[src/rtl/mux_pkg.sv]
//------------------------------------------------------------------------------
// Module   : mux_pkg
// Brief    : Shared types, limits and width helper for the N:1 mux family.
// Revision : 1.0 - initial release
//------------------------------------------------------------------------------
`default_nettype none

package mux_pkg;

    typedef enum logic {
        MODE_FIXED = 1'b0,
        MODE_RR    = 1'b1
    } mode_e;

    localparam int MUX_MAX_N = 16;

    // Never returns 0, so a pointer/select port always has at least one bit.
    function automatic int mux_sw(input int n);
        return (n <= 1) ? 1 : $clog2(n);
    endfunction

endpackage

`default_nettype wire

[src/rtl/rr_arbiter.sv]
//------------------------------------------------------------------------------
// Module   : rr_arbiter
// Brief    : Combinational circular-priority arbiter starting at ptr.
// Revision : 1.0 - initial release
//------------------------------------------------------------------------------
`default_nettype none

module rr_arbiter
    import mux_pkg::*;
#(
    parameter  int N  = 4,
    localparam int SW = mux_sw(N)
) (
    input  logic [N-1:0]  req,
    input  logic [SW-1:0] ptr,
    output logic [N-1:0]  gnt,
    output logic [SW-1:0] gnt_idx
);

    logic          w_found;
    logic [SW-1:0] w_idx;

    always_comb begin
        gnt     = '0;
        gnt_idx = '0;
        w_found = 1'b0;
        w_idx   = '0;
        for (int k = 0; k < N; k++) begin
            w_idx = SW'((int'(ptr) + k) % N);
            if (!w_found && req[w_idx]) begin
                w_found       = 1'b1;
                gnt[w_idx]    = 1'b1;
                gnt_idx       = w_idx;
            end
        end
    end

endmodule

`default_nettype wire

[src/rtl/mux_nx1_rr.sv]
//------------------------------------------------------------------------------
// Module   : mux_nx1_rr
// Brief    : N:1 valid/ready mux, fixed or round-robin select, registered out.
//            Optional macro MUX_CHAN_ID_EN adds the out_chan source-index port.
// Revision : 1.0 - initial release
//------------------------------------------------------------------------------
`default_nettype none

module mux_nx1_rr
    import mux_pkg::*;
#(
    parameter  int N  = 4,
    parameter  int W  = 8,
    localparam int SW = mux_sw(N)
) (
    input  logic            clk,
    input  logic            rst_n,
    input  logic [N*W-1:0]  in_data,
    input  logic [N-1:0]    in_valid,
    output logic [N-1:0]    in_ready,
    input  logic [SW-1:0]   sel,
    input  logic            rr_en,
    output logic [W-1:0]    out_data,
    output logic            out_valid,
`ifdef MUX_CHAN_ID_EN
    output logic [SW-1:0]   out_chan,
`endif
    input  logic            out_ready
);

    localparam logic [0:0] ST_EMPTY = 1'b0;
    localparam logic [0:0] ST_FULL  = 1'b1;

    logic [0:0]    r_state;
    logic [W-1:0]  r_data;
    logic [SW-1:0] r_ptr;

    mode_e         w_mode;
    logic [N-1:0]  w_fixed_gnt;
    logic [N-1:0]  w_rr_gnt;
    logic [N-1:0]  w_gnt;
    logic [SW-1:0] w_rr_idx;
    logic [W-1:0]  w_gnt_data;
    logic          w_load_en;
    logic          w_xfer;

    assign w_mode = mode_e'(rr_en);

    // A select beyond the last channel (non power-of-two N) grants nothing.
    always_comb begin
        w_fixed_gnt = '0;
        if (int'(sel) < N) begin
            w_fixed_gnt[sel] = in_valid[sel];
        end
    end

    rr_arbiter #(
        .N (N)
    ) u_rr_arbiter (
        .req     (in_valid),
        .ptr     (r_ptr),
        .gnt     (w_rr_gnt),
        .gnt_idx (w_rr_idx)
    );

    assign w_gnt = (w_mode == MODE_RR) ? w_rr_gnt : w_fixed_gnt;

    always_comb begin
        w_gnt_data = '0;
        for (int i = 0; i < N; i++) begin
            if (w_gnt[i]) begin
                w_gnt_data = in_data[i*W +: W];
            end
        end
    end

    // rst_n in the load enable keeps every in_ready low while reset is held.
    assign w_load_en = rst_n & ((r_state == ST_EMPTY) | out_ready);
    assign in_ready  = w_gnt & {N{w_load_en}};
    assign w_xfer    = |in_ready;

    always_ff @(posedge clk or negedge rst_n) begin
        if (!rst_n) begin
            r_state <= ST_EMPTY;
            r_data  <= '0;
            r_ptr   <= '0;
        end else begin
            if (w_load_en) begin
                if (w_xfer) begin
                    r_state <= ST_FULL;
                    r_data  <= w_gnt_data;
                end else begin
                    r_state <= ST_EMPTY;
                end
            end
            if (w_xfer && (w_mode == MODE_RR)) begin
                r_ptr <= (w_rr_idx == SW'(N - 1)) ? '0 : w_rr_idx + SW'(1);
            end
        end
    end

    assign out_valid = (r_state == ST_FULL);
    assign out_data  = r_data;

`ifdef MUX_CHAN_ID_EN
    logic [SW-1:0] w_gnt_idx;
    logic [SW-1:0] r_chan;

    assign w_gnt_idx = (w_mode == MODE_RR) ? w_rr_idx : sel;

    always_ff @(posedge clk or negedge rst_n) begin
        if (!rst_n) begin
            r_chan <= '0;
        end else if (w_xfer) begin
            r_chan <= w_gnt_idx;
        end
    end

    assign out_chan = r_chan;
`endif

endmodule

`default_nettype wire

[config.mk]
export PLATFORM = sky130hd
export DESIGN_NAME = mux_nx1_rr
export DESIGN_NICKNAME = d
export VERILOG_FILES = /design/src/rtl/mux_pkg.sv /design/src/rtl/rr_arbiter.sv /design/src/rtl/mux_nx1_rr.sv
export SDC_FILE = /design/constraint.sdc
export NUM_CORES = 1
export LEC_CHECK = 0
export CORE_ASPECT_RATIO = 0.9
export CORE_MARGIN = 4
export CORE_UTILIZATION = 44
export CTS_CLUSTER_SIZE = 8
export DETAILED_ROUTE_END_ITERATION = 7
export PLACE_DENSITY = 0.81
export SYNTH_ARGS = -nofsm -noshare
export SYNTH_HDL_FRONTEND = slang
export SYNTH_SLANG_ARGS = --single-unit
[constraint.sdc]
create_clock -name clk -period 4.27 [get_ports clk]
set_clock_uncertainty 0.2 [all_clocks]
set_input_delay 0.427 -clock clk [delete_from_list [all_inputs] [get_ports clk]]
set_output_delay 0.427 -clock clk [all_outputs]
set_load 0.01 [all_outputs]
Word-level counts from Yosys, hierarchy flattened
Cells that the tools add are included.
Storage, ports and cells
  RAM bits: 0
  latch bits: 0
  bits in registers: 11
  memories kept: 0
  bits in read-only memories: 0
  logic and storage cells: 78
  output and inout bits: 13
  bits of input ports: 42
Cells by class
  reductions and logical operators: 14
  multipliers: 0
  mux-type cells: 38
  eq/ne operators: 1
  div/mod/pow operators: 0
  bitwise operators: 8
  $lt $le $gt $ge: 10
  $add $sub $neg: 4
  shift-type cells: 0
Operators with widths (number)
  $mux W8: 4
  $mux W4: 5
  $lt A2 B3 Y1 const B: 5
  $mux W1: 14
  $or A4 B4 Y4: 3
  $bmux W1 S2: 5
  $demux W1 S2: 5
  $ge A2 B1 Y1 const B: 5
  $mux W2: 5
  $logic_and A1 B1 Y1: 9
  $and A4 B4 Y4: 2
  $add A2 B1 Y2 const B: 2
  $add A2 B2 Y2 const B: 2
  $reduce_or A4 Y1: 1
  $logic_not A1 Y1: 3
  $eq A2 B2 Y1 const B: 1
  $reduce_and A2 Y1: 1
  $and A1 B1 Y1: 1
  $not A1 Y1: 1
  $or A1 B1 Y1: 1

Longest topological paths before layout
  word-level depth: 17
  gate-level depth with buffers: 12

Modules after synthesis
A second synthesis with hierarchy kept.
Unflattened totals
  cells, all modules: 137
  area total of the unflattened synthesis: 1257.5 µm²
By module, submodules not included
  mux_nx1_rr: cells an instance 89, area each 818.3 µm², times used 1, seq. area each 275.3 µm²
  rr_arbiter: cells an instance 48, area each 439.2 µm², times used 1, seq. area each 0.0 µm²

Worst setup path after synthesis
OpenSTA, ideal clock, no wires.
  path type: register to output
  start: reg r_ptr[1]
  end: out in_ready[2]
  arrival: 2.438 ns
  setup slack: 1.205 ns
  buffers on the path: 3
  cell stages (with the launch flop): 11
  data required time: 3.643 ns
  path through: dfrtp_1 > inv_1 > ha_1 > buf_2 > mux4_1 > inv_2 > a41oi_1 > a31o_2 > buf_2 > buf_2 > nor2_1
On the way
  longest elaborated chain between the ends: 14
RTL lines
  start, declared: line mux_nx1_rr.sv:36  | logic [SW-1:0] r_ptr;
  start signal, assigned: line mux_nx1_rr.sv:97  | r_ptr <= (w_rr_idx == SW'(N - 1)) ? '0 : w_rr_idx + SW'(1);
  parallel branches: the longest is 11 deep, another holds $lt A2 B3 Y1
  $mux W4 (*): line rr_arbiter.sv:30  | if (!w_found && req[w_idx]) begin
  $mux W4 (*): line mux_nx1_rr.sv:66  | assign w_gnt = (w_mode == MODE_RR) ? w_rr_gnt : w_fixed_gnt;
  $and A4 B4 Y4 (*): line mux_nx1_rr.sv:79  | assign in_ready = w_gnt & {N{w_load_en}};
  end, declared: line mux_nx1_rr.sv:20  | output logic [N-1:0] in_ready,
Every way passes the cells marked *. The select of a mux whose other input is x is not followed.

Final worst setup path
  start: in in_valid[2]
  end: out in_ready[3]
On the way
  longest elaborated chain between the ends: 14
RTL lines
  start, declared: line mux_nx1_rr.sv:19  | input logic [N-1:0] in_valid,
  $bmux W1 S2: line rr_arbiter.sv:30
  $mux W1 (implied by the code): line rr_arbiter.sv:30
  $mux W1: line rr_arbiter.sv:30
  $logic_not A1 Y1: line rr_arbiter.sv:30
  $logic_and A1 B1 Y1: line rr_arbiter.sv:30
  $mux W1: line rr_arbiter.sv:30
  $logic_not A1 Y1: line rr_arbiter.sv:30
  $logic_and A1 B1 Y1: line rr_arbiter.sv:30
  $mux W1: line rr_arbiter.sv:30
  $logic_not A1 Y1: line rr_arbiter.sv:30
  $logic_and A1 B1 Y1: line rr_arbiter.sv:30
  $mux W4: line rr_arbiter.sv:30
  $mux W4 (*): line mux_nx1_rr.sv:66
  $and A4 B4 Y4 (*): line mux_nx1_rr.sv:79
Every way passes the cells marked *; elsewhere a longest branch is shown, timed or not. The select of a mux whose other input is x is not followed.

==> results.txt <==
Sorting the synthesized cells by how often they occur yields 20 x nand2_1, 17 x nor2_1, 11 x a31oi_1, 11 x dfrtp_1. The mux contribution to synthesized area is 4.98%. Summing the areas of all compound-gate instances in the mapped netlist gives 36.4% of the synthesized area.

After detailed routing, the total wire length is 4370 um. The layout overhead on the synthesized area came out at 41.9%. Global routing consumed, over all layers together, 20.6% of the routing resources. In this run the top signal layer used is met4. The number of global-route vias before repair was 1395. After clock tree synthesis, the clock-pin slew on the worst setup and hold paths is 0.07 ns. The total congestion overflow came out at 0. The worst-case clock buffer depth came out at 2. The portion of total power attributed to sequential cells is 17.4%. The synthesized area divided by synthesized cell count came out at 8.28 um2. In this run the clock root is driven by a clkbuf_4.

The number of search-and-repair iterations in the first detailed-routing pass is 5. The most common cell in the synthesized netlist is nand2_1. The worst hold slack across all endpoints came out at 0.240 ns. The count of non-filler cells in the finished layout is 264.

The internal portion of the total power is 0.000559 W. The min-delay analysis places its worst path in the category primary input to async pin. The latest clock arrival within the worst-skew pair came out at 0.28 ns. TritonCTS built the clock tree.

The final net count came out at 271. The number of cells in the design after placement is 260. STA classifies the critical path endpoint as an output port. The total of hold buffers inserted after clock tree synthesis came out at 0. The global-route wire length before repair is 6510 um. The vias per cell is 6.00. The arrival time of the worst setup path is 3.32 ns. Dividing the final minimum period by the clock period gives 92.4%. The core region is 3070 um2.

Of the total power, the share spent switching nets is 46.8%. The number of placement rows is 19. The largest voltage drop on the vdd net is 0.293 mV. The synthesized netlist occupies a cell area of 1410 um2.

The number of synthesized register bits is 11. In this run the static leakage power is 0.729 nW. The clock net in this run drives a total of 11 sinks. The die height came out at 61.7 um. The number of buffers created by CTS came out at 3. Entering global routing, the biggest net connects 19 pins. The proportion of layout cells with a drive suffix above 1 is 14.4%.

The number of nets in the synthesized netlist is 218. The final hold violation count came out at 0. The sum of internal, switching and leakage power is 0.00105 W.

The number of antenna-violating nets in the routed design is 0. The total power divided by cell area came out at 527 nW/um2. The worst setup path is launched from a primary input. Setup repair after global routing left no endpoint under its margin. Summing the areas of all fa, ha and maj instances in the mapped netlist gives 5.33% of the synthesized area. Static timing analysis puts the maximum clock frequency at 254 MHz. The via count of the routed design is 1585. In this run the number of H-tree levels came out at 1.

The number of remaining DRC errors is 0. The count of buffers added on input and output ports is 54. The met3 wire length is 256 um.

The critical path in this run is classified as primary input to output port. The x dimension of the die is 67.6 um. After clock tree synthesis, the setup repair step added 0 buffers. The fraction of registers with async set or reset after synthesis is 100%.

The count of routing violations after the opening detailed-route iteration came out at 101. The total die area is 4170 um2. The number of antenna violations at the first check in global routing is 0. The number of pins with negative max-slew slack in the final report is 0.

The post-cts sizing count is 0. The setup slack on the worst flop-to-flop path came out at 0.92 ns. The run finished with clean final reports. The total routed wire length on the met1 layer is 1760 um. The number of primary I/O pins is 55. The data required time at the worst endpoint came out at 3.64 ns.

The post-DP HPWL came out at 3530 um. The number of flops mapped to enable cells by yosys came out at 0. The part of the power in the clock network is 6.9%. The area fraction in and, or, nand and nor cells after synthesis is 26.3%.

By area the synthesized netlist is led by dfrtp_1 20%, o221a_1 6.4%, ha_1 5.3%. In this run the power spent charging and discharging nets is 0.000493 W. The setup TNS after final layout is 0 ns. The measured slew at the worst slew-check pin is 0.564 ns. The total number of yosys warnings came out at 0. The number of instances in the synthesized netlist came out at 170. The final setup violation count came out at 0.

After synthesis, the largest family of logic cells by area is compound AO/OA/AOI/OAI gates. The top cell type by area accounts for 19.6% of the synthesized area. dfrtp_1 takes more of the synthesized area than any other cell.

Of all nets on the critical path, the largest fanout is 11. The starting density of the core is 45.9%. The total of max-cap violations came out at 0.

The minimum clock period is 3.94 ns. Of the total synthesized cell area, the portion taken by XOR and XNOR cells is 0%. In the synthesized netlist the dominant register cell turns out to be dfrtp_1. The wire length per cell came out at 16.5 um. The portion of the post-synthesis area used by sequential elements came out at 19.6%. The last weighted congestion value of the routability-driven placer came out at 0.909. The post-synthesis cell type count came out at 54. The final antenna diode count is 0. The routed length on met2 is 2290 um. The combinational share of power is 75.7%.

The headroom to the max-slew limit is 62.1%.
[cell type report]
class,count,area (um2)
timing repair buffer,60,586
inverter,8,30.0
multi-input combinational,139,1030
tap,42,52.6
fill,253,1070
clock buffer,4,26.3
sequential,11,275
[sequential cells by signal, summed over array words and instances, names as in the netlist, named ones only]
| register | count |
|---|---|
| out_valid | 1 |
| out_data | 8 |
| r_ptr | 1 |
[metrics by stage]
stage / util (%) / instance area (um2) / setup slack [ns]
after floorplan: - / 1410 / 1.20
after global placement: 64.3 / 1970 / 0.436
after detailed placement: 64.3 / 1970 / 0.345
after CTS: 65.1 / 2000 / 0.349
after global routing: 65.1 / 2000 / 0.125
final: 65.1 / 2000 / 0.326
[layout by cell type, fill, tap and decap left out, types with 6 or more instances in the layout]
| cell type | n |
|---|---|
| a31oi_1 | 11 |
| buf_4 | 6 |
| clkdlybuf4s50_1 | 54 |
| dfrtp_1 | 11 |
| ha_1 | 6 |
| inv_1 | 6 |
| nand2_1 | 20 |
| nand3_1 | 8 |
| nor2_1 | 17 |
| o221a_1 | 8 |
| or2_2 | 8 |
[per-layer routing]
metal  track usage (%)  up-vias
met4              4.91        0
met5                 0        -
li1                  -      745
met3              3.83        8
met1              25.9      763
met2              36.6       69
[kinds of logic (layout without fill, tap and decap cells)]
| family | count (synthesis) | after routing |
|---|---|---|
| DFF | 11 | 11 |
| and+or+nand+nor | 73 | 73 |
| buffers and inverters | 20 | 72 |
| AOI/OAI and AO/OA | 56 | 56 |
| adders and majority gates | 6 | 6 |
| muxes | 4 | 4 |
[power groups by stage]
stage	clock, W	sequential, W	combinational, W
2_1_floorplan	0	0.000219	0.000506
3_3_place_gp	0	0.000181	0.000764
3_5_place_dp	0	0.000186	0.000785
4_1_cts	0.0000755	0.000184	0.000788
5_1_grt	0.0000807	0.000189	0.000862
6_report	0.0000727	0.000183	0.000796
[critical path: stages]
cell and delay [ns]:
clkdlybuf4s50_1 0.58, or3b_4 0.46, a2111oi_4 0.45, o21ai_0 0.16, a31oi_1 0.36, nand2b_1 0.25, inv_1 0.10, clkdlybuf4s50_1 0.53
[final timing paths]
kind                             startpoint           to  cells after the start
worst max-delay path            in_valid[2]  in_ready[3]                      8
worst min-delay path                  rst_n  out_data[2]                      2
worst max register to register     register  out_data[1]                     10
worst min register to register    out_valid    out_valid                      1
max in group asynchronous             rst_n  out_data[1]                      2
min in group clk                  out_valid    out_valid                      1
No activity file was read; power rests on OpenSTA's default activity.
